`src/rtl/systolic_pkg.sv`:
```
// systolic_pkg: feeder state encoding and packed-lane slice helper
package systolic_pkg;
  typedef enum logic [2:0] {IDLE, LOAD_W, GAP, STREAM, FLUSH} state_t;
  function automatic int lane_msb(input int k, input int size, input int width);
    return (size - k) * width - 1;
  endfunction
endpackage

```
`src/rtl/systolic_feeder_skew_line.sv`:
```
// skew_line: depth-stage shift register carrying one lane's data and valid bit
module skew_line #(
  parameter int width = 8,
  parameter int depth = 1
) (
  input  logic             i_clk,
  input  logic             i_rst_n,
  input  logic [width-1:0] i_data,
  input  logic             i_valid,
  output logic [width-1:0] o_data,
  output logic             o_valid
);
  logic [width:0] r_pipe [depth];
  always_ff @(posedge i_clk) begin
    if (!i_rst_n) begin
      for (int i = 0; i < depth; i++) r_pipe[i] <= '0;
    end else begin
      r_pipe[0] <= {i_valid, i_data};
      for (int i = 1; i < depth; i++) r_pipe[i] <= r_pipe[i-1];
    end
  end
  assign {o_valid, o_data} = r_pipe[depth-1];
endmodule

```
`src/rtl/systolic_feeder.sv`:
```
// systolic_feeder: loads array weights and feeds diagonally skewed input rows
module systolic_feeder
  import systolic_pkg::*;
#(
  parameter int data_size = 8,
  parameter int size      = 3
) (
  input  logic                      i_clk,
  input  logic                      i_rst_n,
  input  logic                      i_w_valid,
  output logic                      o_w_ready,
  input  logic [data_size*size-1:0] i_w_row,
  input  logic                      i_in_valid,
  output logic                      o_in_ready,
  input  logic [data_size*size-1:0] i_in_row,
  input  logic                      i_in_last,
  output logic [data_size*size-1:0] o_w_stream,
  output logic                      o_set_w,
  output logic [data_size*size-1:0] o_data_stream,
  output logic [size-1:0]           o_lane_valid,
  output logic                      o_busy
);
  localparam int cw = $clog2(size + 1);
  state_t r_state, w_next;
  logic [cw-1:0] r_row, w_row_n, r_flush, w_flush_n;
  logic r_w_loaded, w_loaded_n, r_stall, w_stall_n;
  logic w_w_acc, w_take;
  assign w_w_acc = o_w_ready & i_w_valid;
  assign w_take  = o_in_ready & i_in_valid & ~w_w_acc;
  always_comb begin
    w_next     = r_state;
    w_row_n    = r_row;
    w_flush_n  = r_flush;
    w_loaded_n = r_w_loaded;
    w_stall_n  = r_stall;
    case (r_state)
      IDLE: begin
        if (w_w_acc) begin
          w_next     = (size == 1) ? GAP : LOAD_W;
          w_row_n    = cw'(1);
          w_loaded_n = 1'b0;
          w_stall_n  = 1'b0;
        end else if (w_take) begin
          w_next    = !i_in_last ? STREAM : (size == 1) ? IDLE : FLUSH;
          w_flush_n = '0;
        end
      end
      LOAD_W: begin
        if (w_w_acc) begin
          w_row_n = r_row + cw'(1);
          if (r_row == cw'(size - 1)) w_next = GAP;
        end else begin
          w_stall_n = 1'b1;
        end
      end
      GAP: begin
        w_next     = IDLE;
        w_loaded_n = !r_stall;
      end
      STREAM: begin
        if (w_take && i_in_last) begin
          w_next    = (size == 1) ? IDLE : FLUSH;
          w_flush_n = '0;
        end
      end
      FLUSH: begin
        w_flush_n = r_flush + cw'(1);
        if (r_flush == cw'(size - 2)) w_next = IDLE;
      end
      default: w_next = IDLE;
    endcase
  end
  always_ff @(posedge i_clk) begin
    if (!i_rst_n) begin
      r_state    <= IDLE;
      r_row      <= '0;
      r_flush    <= '0;
      r_w_loaded <= 1'b0;
      r_stall    <= 1'b0;
      o_w_ready  <= 1'b0;
      o_in_ready <= 1'b0;
      o_busy     <= 1'b0;
      o_set_w    <= 1'b0;
      o_w_stream <= '0;
    end else begin
      r_state    <= w_next;
      r_row      <= w_row_n;
      r_flush    <= w_flush_n;
      r_w_loaded <= w_loaded_n;
      r_stall    <= w_stall_n;
      o_w_ready  <= w_next == IDLE || w_next == LOAD_W;
      o_in_ready <= w_next == STREAM || (w_next == IDLE && w_loaded_n);
      o_busy     <= w_next != IDLE;
      o_set_w    <= w_w_acc;
      if (w_w_acc) o_w_stream <= i_w_row;
    end
  end
  for (genvar k = 0; k < size; k++) begin : g_lane
    skew_line #(.width(data_size), .depth(k + 1)) u_line (
      .i_clk   (i_clk),
      .i_rst_n (i_rst_n),
      .i_data  (w_take ? i_in_row[lane_msb(k, size, data_size) -: data_size] : '0),
      .i_valid (w_take),
      .o_data  (o_data_stream[lane_msb(k, size, data_size) -: data_size]),
      .o_valid (o_lane_valid[k])
    );
  end
endmodule
```
`config.mk`:
```
export PLATFORM = sky130hd
export DESIGN_NAME = systolic_feeder
export DESIGN_NICKNAME = d
export VERILOG_FILES = /design/src/rtl/systolic_pkg.sv /design/src/rtl/systolic_feeder_skew_line.sv /design/src/rtl/systolic_feeder.sv
export SDC_FILE = /design/constraint.sdc
export NUM_CORES = 1
export LEC_CHECK = 0
export ABC_AREA = 0
export BUFFER_PORTS_ARGS = -buffer_cell sky130_fd_sc_hd__buf_2
export CORE_ASPECT_RATIO = 1.2
export CORE_MARGIN = 1
export CORE_UTILIZATION = 30
export DETAILED_ROUTE_END_ITERATION = 10
export PLACE_DENSITY_LB_ADDON = 0.2
export RECOVER_POWER = 100
export SLEW_MARGIN = 20
export SYNTH_ARGS = -nofsm -noshare
export SYNTH_HDL_FRONTEND = slang
export SYNTH_SLANG_ARGS = --single-unit
```
`constraint.sdc`:
```
create_clock -name i_clk -period 2.95 [get_ports i_clk]
set_input_delay 0.4425 -clock i_clk [delete_from_list [all_inputs] [get_ports i_clk]]
set_output_delay 0.4425 -clock i_clk [all_outputs]
set_load 0.01 [all_outputs]
```
* After elaboration in Yosys (flattened, before gate mapping)
Memory sizes are Yosys's and may differ from the RTL's.
Cells that the tools add are included.
** Word-level totals
- Memories :: 3
- Logic and storage cells :: 84
- Register bits after elaboration :: 37
- Input bits :: 53
- Memory bits (writable) :: 54
- Output and inout port bits :: 55
** Operators by class
- Mux-type cells :: 32
- Bitwise logic cells :: 9
- Reductions and logical operators :: 14
- Add/subtract/negate cells :: 2
- Equal/unequal tests :: 14
** Memories
- g_lane[2].u_line.r_pipe :: depth 3, width 9, rd ports 3, clocked after Yosys merged registers in 0, write ports 3, RTL line systolic_feeder_skew_line.sv:13 : logic [width:0] r_pipe [depth];
- g_lane[1].u_line.r_pipe :: depth 2, width 9, rd ports 2, clocked after Yosys merged registers in 0, write ports 2, RTL line systolic_feeder_skew_line.sv:13
- g_lane[0].u_line.r_pipe :: depth 1, width 9, rd ports 1, clocked after Yosys merged registers in 0, write ports 1, RTL line systolic_feeder_skew_line.sv:13
** Operator list (count)
- 9-bit two-way mux :: 6
- 8-bit two-way mux :: 3
- 3-bit two-way mux :: 7
- 3-bit one-hot mux with 4 select lines :: 1
- 2-bit two-way mux :: 5
- 2-bit inequality test (second input constant) :: 5
- 3-bit by 2-bit equality test with 1-bit output (second input constant) :: 3
- 9-bit OR reduction :: 1
- 3-bit by 1-bit equality test with 1-bit output (second input constant) :: 2
- 3-bit zero test :: 2
- 1-bit two-way mux :: 6
- 2-bit one-hot mux with 3 select lines :: 1
- 3-bit AND reduction :: 2
- 3-bit nonzero test :: 2
- 1-bit OR :: 5
- 2-bit by 1-bit adder with 2-bit output (second input constant) :: 2
- 1-bit one-hot mux with 2 select lines :: 2
- 2-bit one-hot mux with 2 select lines :: 1
- 4-bit AND reduction :: 1
- 1-bit AND :: 3
- 3-bit equality test (second input constant) :: 1
- 2-bit by 1-bit equality test with 1-bit output (second input constant) :: 1
- 2-bit equality test (second input constant) :: 1
- 1-bit logical AND :: 2
- other kinds (5) :: 6

* Logic depth before layout (Yosys ltp)
- Depth after elaboration :: 9
- Depth in mapped cells :: 6
- Depth with buffers taken out :: 6

* Hierarchy
Synthesis repeated with hierarchy kept, for this count alone.
** Unflattened totals
- Cell total of the unflattened synthesis :: 334
- Area total of the unflattened synthesis :: 3286.9 µm²
** Modules (own cells, without submodules)
- systolic_feeder :: sequential area each 740.7 µm², area each 1670.4 µm², cells each 207, times used 1
- skew_line (g_lane[2].u_line) :: sequential area each 540.5 µm², area each 818.3 µm², cells each 64, times used 1
- skew_line (g_lane[1].u_line) :: sequential area each 360.3 µm², area each 561.8 µm², cells each 45, times used 1
- skew_line (g_lane[0].u_line) :: sequential area each 180.2 µm², area each 236.5 µm², cells each 18, times used 1

* Worst setup path after synthesis
No wires, ideal clock.
- Path type :: input to register
- From :: input port i_w_valid
- To :: register o_in_ready
- Arrival time :: 1.533 ns
- Setup time :: 0.121 ns
- Slack :: 1.296 ns
- Path buffers :: 1
- Cell stages on the path :: 5
- Required time :: 2.829 ns
- Cells stage by stage :: and2_1 -> buf_6 -> a2111oi_0 -> a311o_1 -> mux2_4
** On the way
- Longest elaborated chain between the ends :: 9
- Elaborated cells between the ends (all ways) :: 15
- Those cells by class :: 1 x eq/ne; 7 x mux; 3 x bitwise; 4 x reduce/logical
** Ends and longest elaborated chain
- start: declaration :: RTL line systolic_feeder.sv:10 : input logic i_w_valid,
- 1-bit AND * :: RTL line systolic_feeder.sv:28 : assign w_w_acc = o_w_ready & i_w_valid;
- 1-bit NOT :: RTL line systolic_feeder.sv:29 : assign w_take = o_in_ready & i_in_valid & ~w_w_acc;
- 1-bit AND :: RTL line systolic_feeder.sv:29
- 3-bit two-way mux or 1-bit logical AND (tied branches) :: RTL line systolic_feeder.sv:43, systolic_feeder.sv:61
- 3-bit two-way mux, on equally long branches :: RTL line systolic_feeder.sv:38, systolic_feeder.sv:61
- 3-bit one-hot mux with 4 select lines :: RTL line systolic_feeder.sv:36 : case (r_state)
- 3-bit zero test :: RTL line systolic_feeder.sv:92 : o_in_ready <= w_next == STREAM || (w_next == IDLE && w_loaded_n);
- 1-bit logical AND :: RTL line systolic_feeder.sv:92
- 1-bit logical OR * :: RTL line systolic_feeder.sv:92
- end signal: assignment :: RTL line systolic_feeder.sv:92
- end: declaration :: RTL line systolic_feeder.sv:14 : output logic o_in_ready,
Every way passes the cells marked *; elsewhere a longest branch is shown, timed or not.
A chain may end at the register's enable or synchronous reset.

==> reports/metrics.yaml <==
clock_tree:
  clk_path_buf_depth: 2
  cts-root-buf: "clkbuf_16"
  cts_resized: 0
  clock-sinks: 88
  cts.clk_slew.worst_paths_ns: 0.06
  cts_buffers: 9
  cts_tree: "yes"
  htreeDepth: 3
  post_cts_buffers: 0
  clock_latency_ns: 0.33
  postCtsHoldBufs: 0
global_route:
  grt_max_degree: 38
  grt.total_usage_pct: 12.7
  grt_pass1_vias: 2254
  grt-ovfl-total: 0
  grt_pass1_wl_mm: 10.4
  antenna_found_initial: 0
critical_path:
  cp.arrival_ns: 2.38
  critPathTopFamily: "buffers and inverters"
  slowest_delay_ns: 0.68
  cp.required_ns: 3.22
  worstPathCellList: "clkbuf_1, inv_2, nor3_1, buf_4, and2_0"
  worstSetupStartpointType: "primary input"
  slowest_stage: "clkbuf_1"
  worstSetupPathType: "primary input to register"
  cp-end-kind: "register"
  critPathBufInv: 3
  crit_fanout: 37
sta:
  skew_ns: 0.00753
  period_needed_ns: 2.12
  maxSlewHeadroom_pct: 37.9
  worstMarginPinSlew_ns: 0.931
  setup_viol: 0
  rsz0062_at_grt: "false"
  fmax_mhz: 473
  fin_crit_sh_pct: 71.7
  final_hold_viol_count: 0
  whs_ns: 0.307
  drv_slew: 0
  final.setup.tns_ns: 0
synth:
  ys_seq_area_share_pct: 58.5
  synth_xor_area_share_pct: 0
  synth_simple_gate_area_share_pct: 22.4
  synthFlopType: "dfxtp_1"
  synthArstFlopShare_pct: 0
  synthMuxAreaShare_pct: 0.498
  synthAdderAreaFrac_pct: 0.831
  synth-compound-area-share_pct: 9.51
  synth_edf_count: 0
  syn_inst: 312
  synth_nets: 367
  ys.warnings.count: 0
  synth_cell_types: 40
  netlist_area_um2: 3010
  synth_top_family_by_area: "simple AND/OR/NAND/NOR gates"
  yosys_register_bits: 88
  avgSynthCellArea_um2: 9.66
power:
  ir_drop_mv: 0.238
  p_int_w: 0.00210
  p_seq_share_pct: 46.1
  powerDensity_nw_per_um2: 708
  power_switching_w: 0.000563
  switching_share_pct: 21.1
  clockPowerShare_pct: 48.9
  p_leak_nw: 1.52
  power_w: 0.00267
  comb_power_share_pct: 5.0
placement:
  place_hpwl_mm: 4.26
  placed_cells: 509
  gp_routability_congestion: 0.775
  placement.io_buffers: 107
finish:
  final_cells: 525
  drive_above_1_share_pct: 18.2
  fillers: 1009
  areaGrowthSynthToFinish_pct: 25.0
  nets: 452
  layout_common_cells: "88 x dfxtp_1, 56 x nand2_1, 56 x clkbuf_1, 51 x buf_2, 38 x and2_1"
  final_common_cell: "dfxtp_1"
  antenna_cells: 0
detailed_routing:
  routed_wl_mm: 6.34
  drtIter0Drc: 75
  antenna_left: 0
  wl_per_cell_um: 12.1
  drt_pass1_iterations: 4
  via_per_inst: 4.38
  vias: 2299
  drc: 0
die:
  start_util_pct: 31.2
  design.core.area_um2: 9660
  ios: 108
  die_y_um: 112
  die_area_um2: 10400
  rows: 39
  die_x_um: 93.5
outcome:
  outcome: "finished clean"
hold_path:
  hp-class: "primary input to register"
job:
  cap_violations: 0
-- kinds of logic after synthesis --
| group | after synthesis |
|---|---|
| simple gates | 131 |
| flops | 88 |
| buf+inv | 42 |
| fa+ha+maj | 2 |
| compound gates | 48 |
| mux | 1 |
-- worst paths after layout --
| check | from | to | slack (ns) | depth (start not counted) |
|---|---|---|---|---|
| worst max register to register | r_state[1] | o_in_ready | 1.00 | 4 |
| worst min register to register | g_lane[2].u_line.r_pipe[0][6] | g_lane[2].u_line.r_pipe[0][15] | 0.43 | 1 |
| worst min-delay path | i_in_row[11] | g_lane[1].u_line.r_pipe[0][3] | 0.31 | 2 |
| worst max-delay path | i_rst_n | g_lane[2].u_line.r_pipe[0][0] | 0.83 | 5 |
-- per-layer routing --
metal	GRT usage (%)	routed length, um	up-vias
met2	20.6	2880	89
met5	0	0	-
li1	-	-	1169
met3	4.78	539	12
met4	5.95	133	0
met1	14.8	2790	1029
-- Yosys cell counts (3+ instances only) --
master	number	area share [%]
nor2_1	5	0.62
inv_1	5	0.62
nand3_1	3	0.50
a21oi_1	30	5.0
and2_1	52	11
buf_4	20	5.0
a31oi_1	3	0.62
dfxtp_1	88	58
nand2_1	56	7.0
o21ai_0	4	0.66
clkbuf_1	10	1.2
-- power by group through the flow --
stage | clock (W) | combinational, W | sequential, W
after floorplan | 0 | 0.0000670 | 0.00126
after global placement | 0 | 0.000142 | 0.00125
after detailed placement | 0 | 0.000143 | 0.00125
after CTS | 0.00134 | 0.000143 | 0.00123
after global routing | 0.00139 | 0.000152 | 0.00123
final | 0.00130 | 0.000134 | 0.00123
-- cell type report --
| cell class | count | area, um2 | area share, % |
|---|---|---|---|
| tap | 123 | 154 | 4.09 |
| sequential | 88 | 1760 | 46.8 |
| clock buffer | 9 | 225 | 5.98 |
| clock inverter | 7 | 124 | 3.29 |
| inverter | 6 | 22.5 | 0.598 |
| multi-input combinational | 182 | 991 | 26.3 |
| timing repair buffer | 110 | 488 | 13.0 |
-- registers in the layout, indices dropped and copies added (netlist names), 2 cells and up --
signal and count:
g_lane.u_line.r_pipe 51, o_w_stream 24, r_state 3, r_flush 2
r_row 2
-- through the flow --
stage | instance area [um2] | setup slack (ns) | utilization (%)
after floorplan | 3010 | 1.30 | -
after global placement | 3500 | 0.910 | 36.2
after detailed placement | 3500 | 0.875 | 36.2
after CTS | 3850 | 1.00 | 39.8
after global routing | 3770 | 0.480 | 39.0
final | 3770 | 0.835 | 39.0
(Power assumes the default switching activity.)
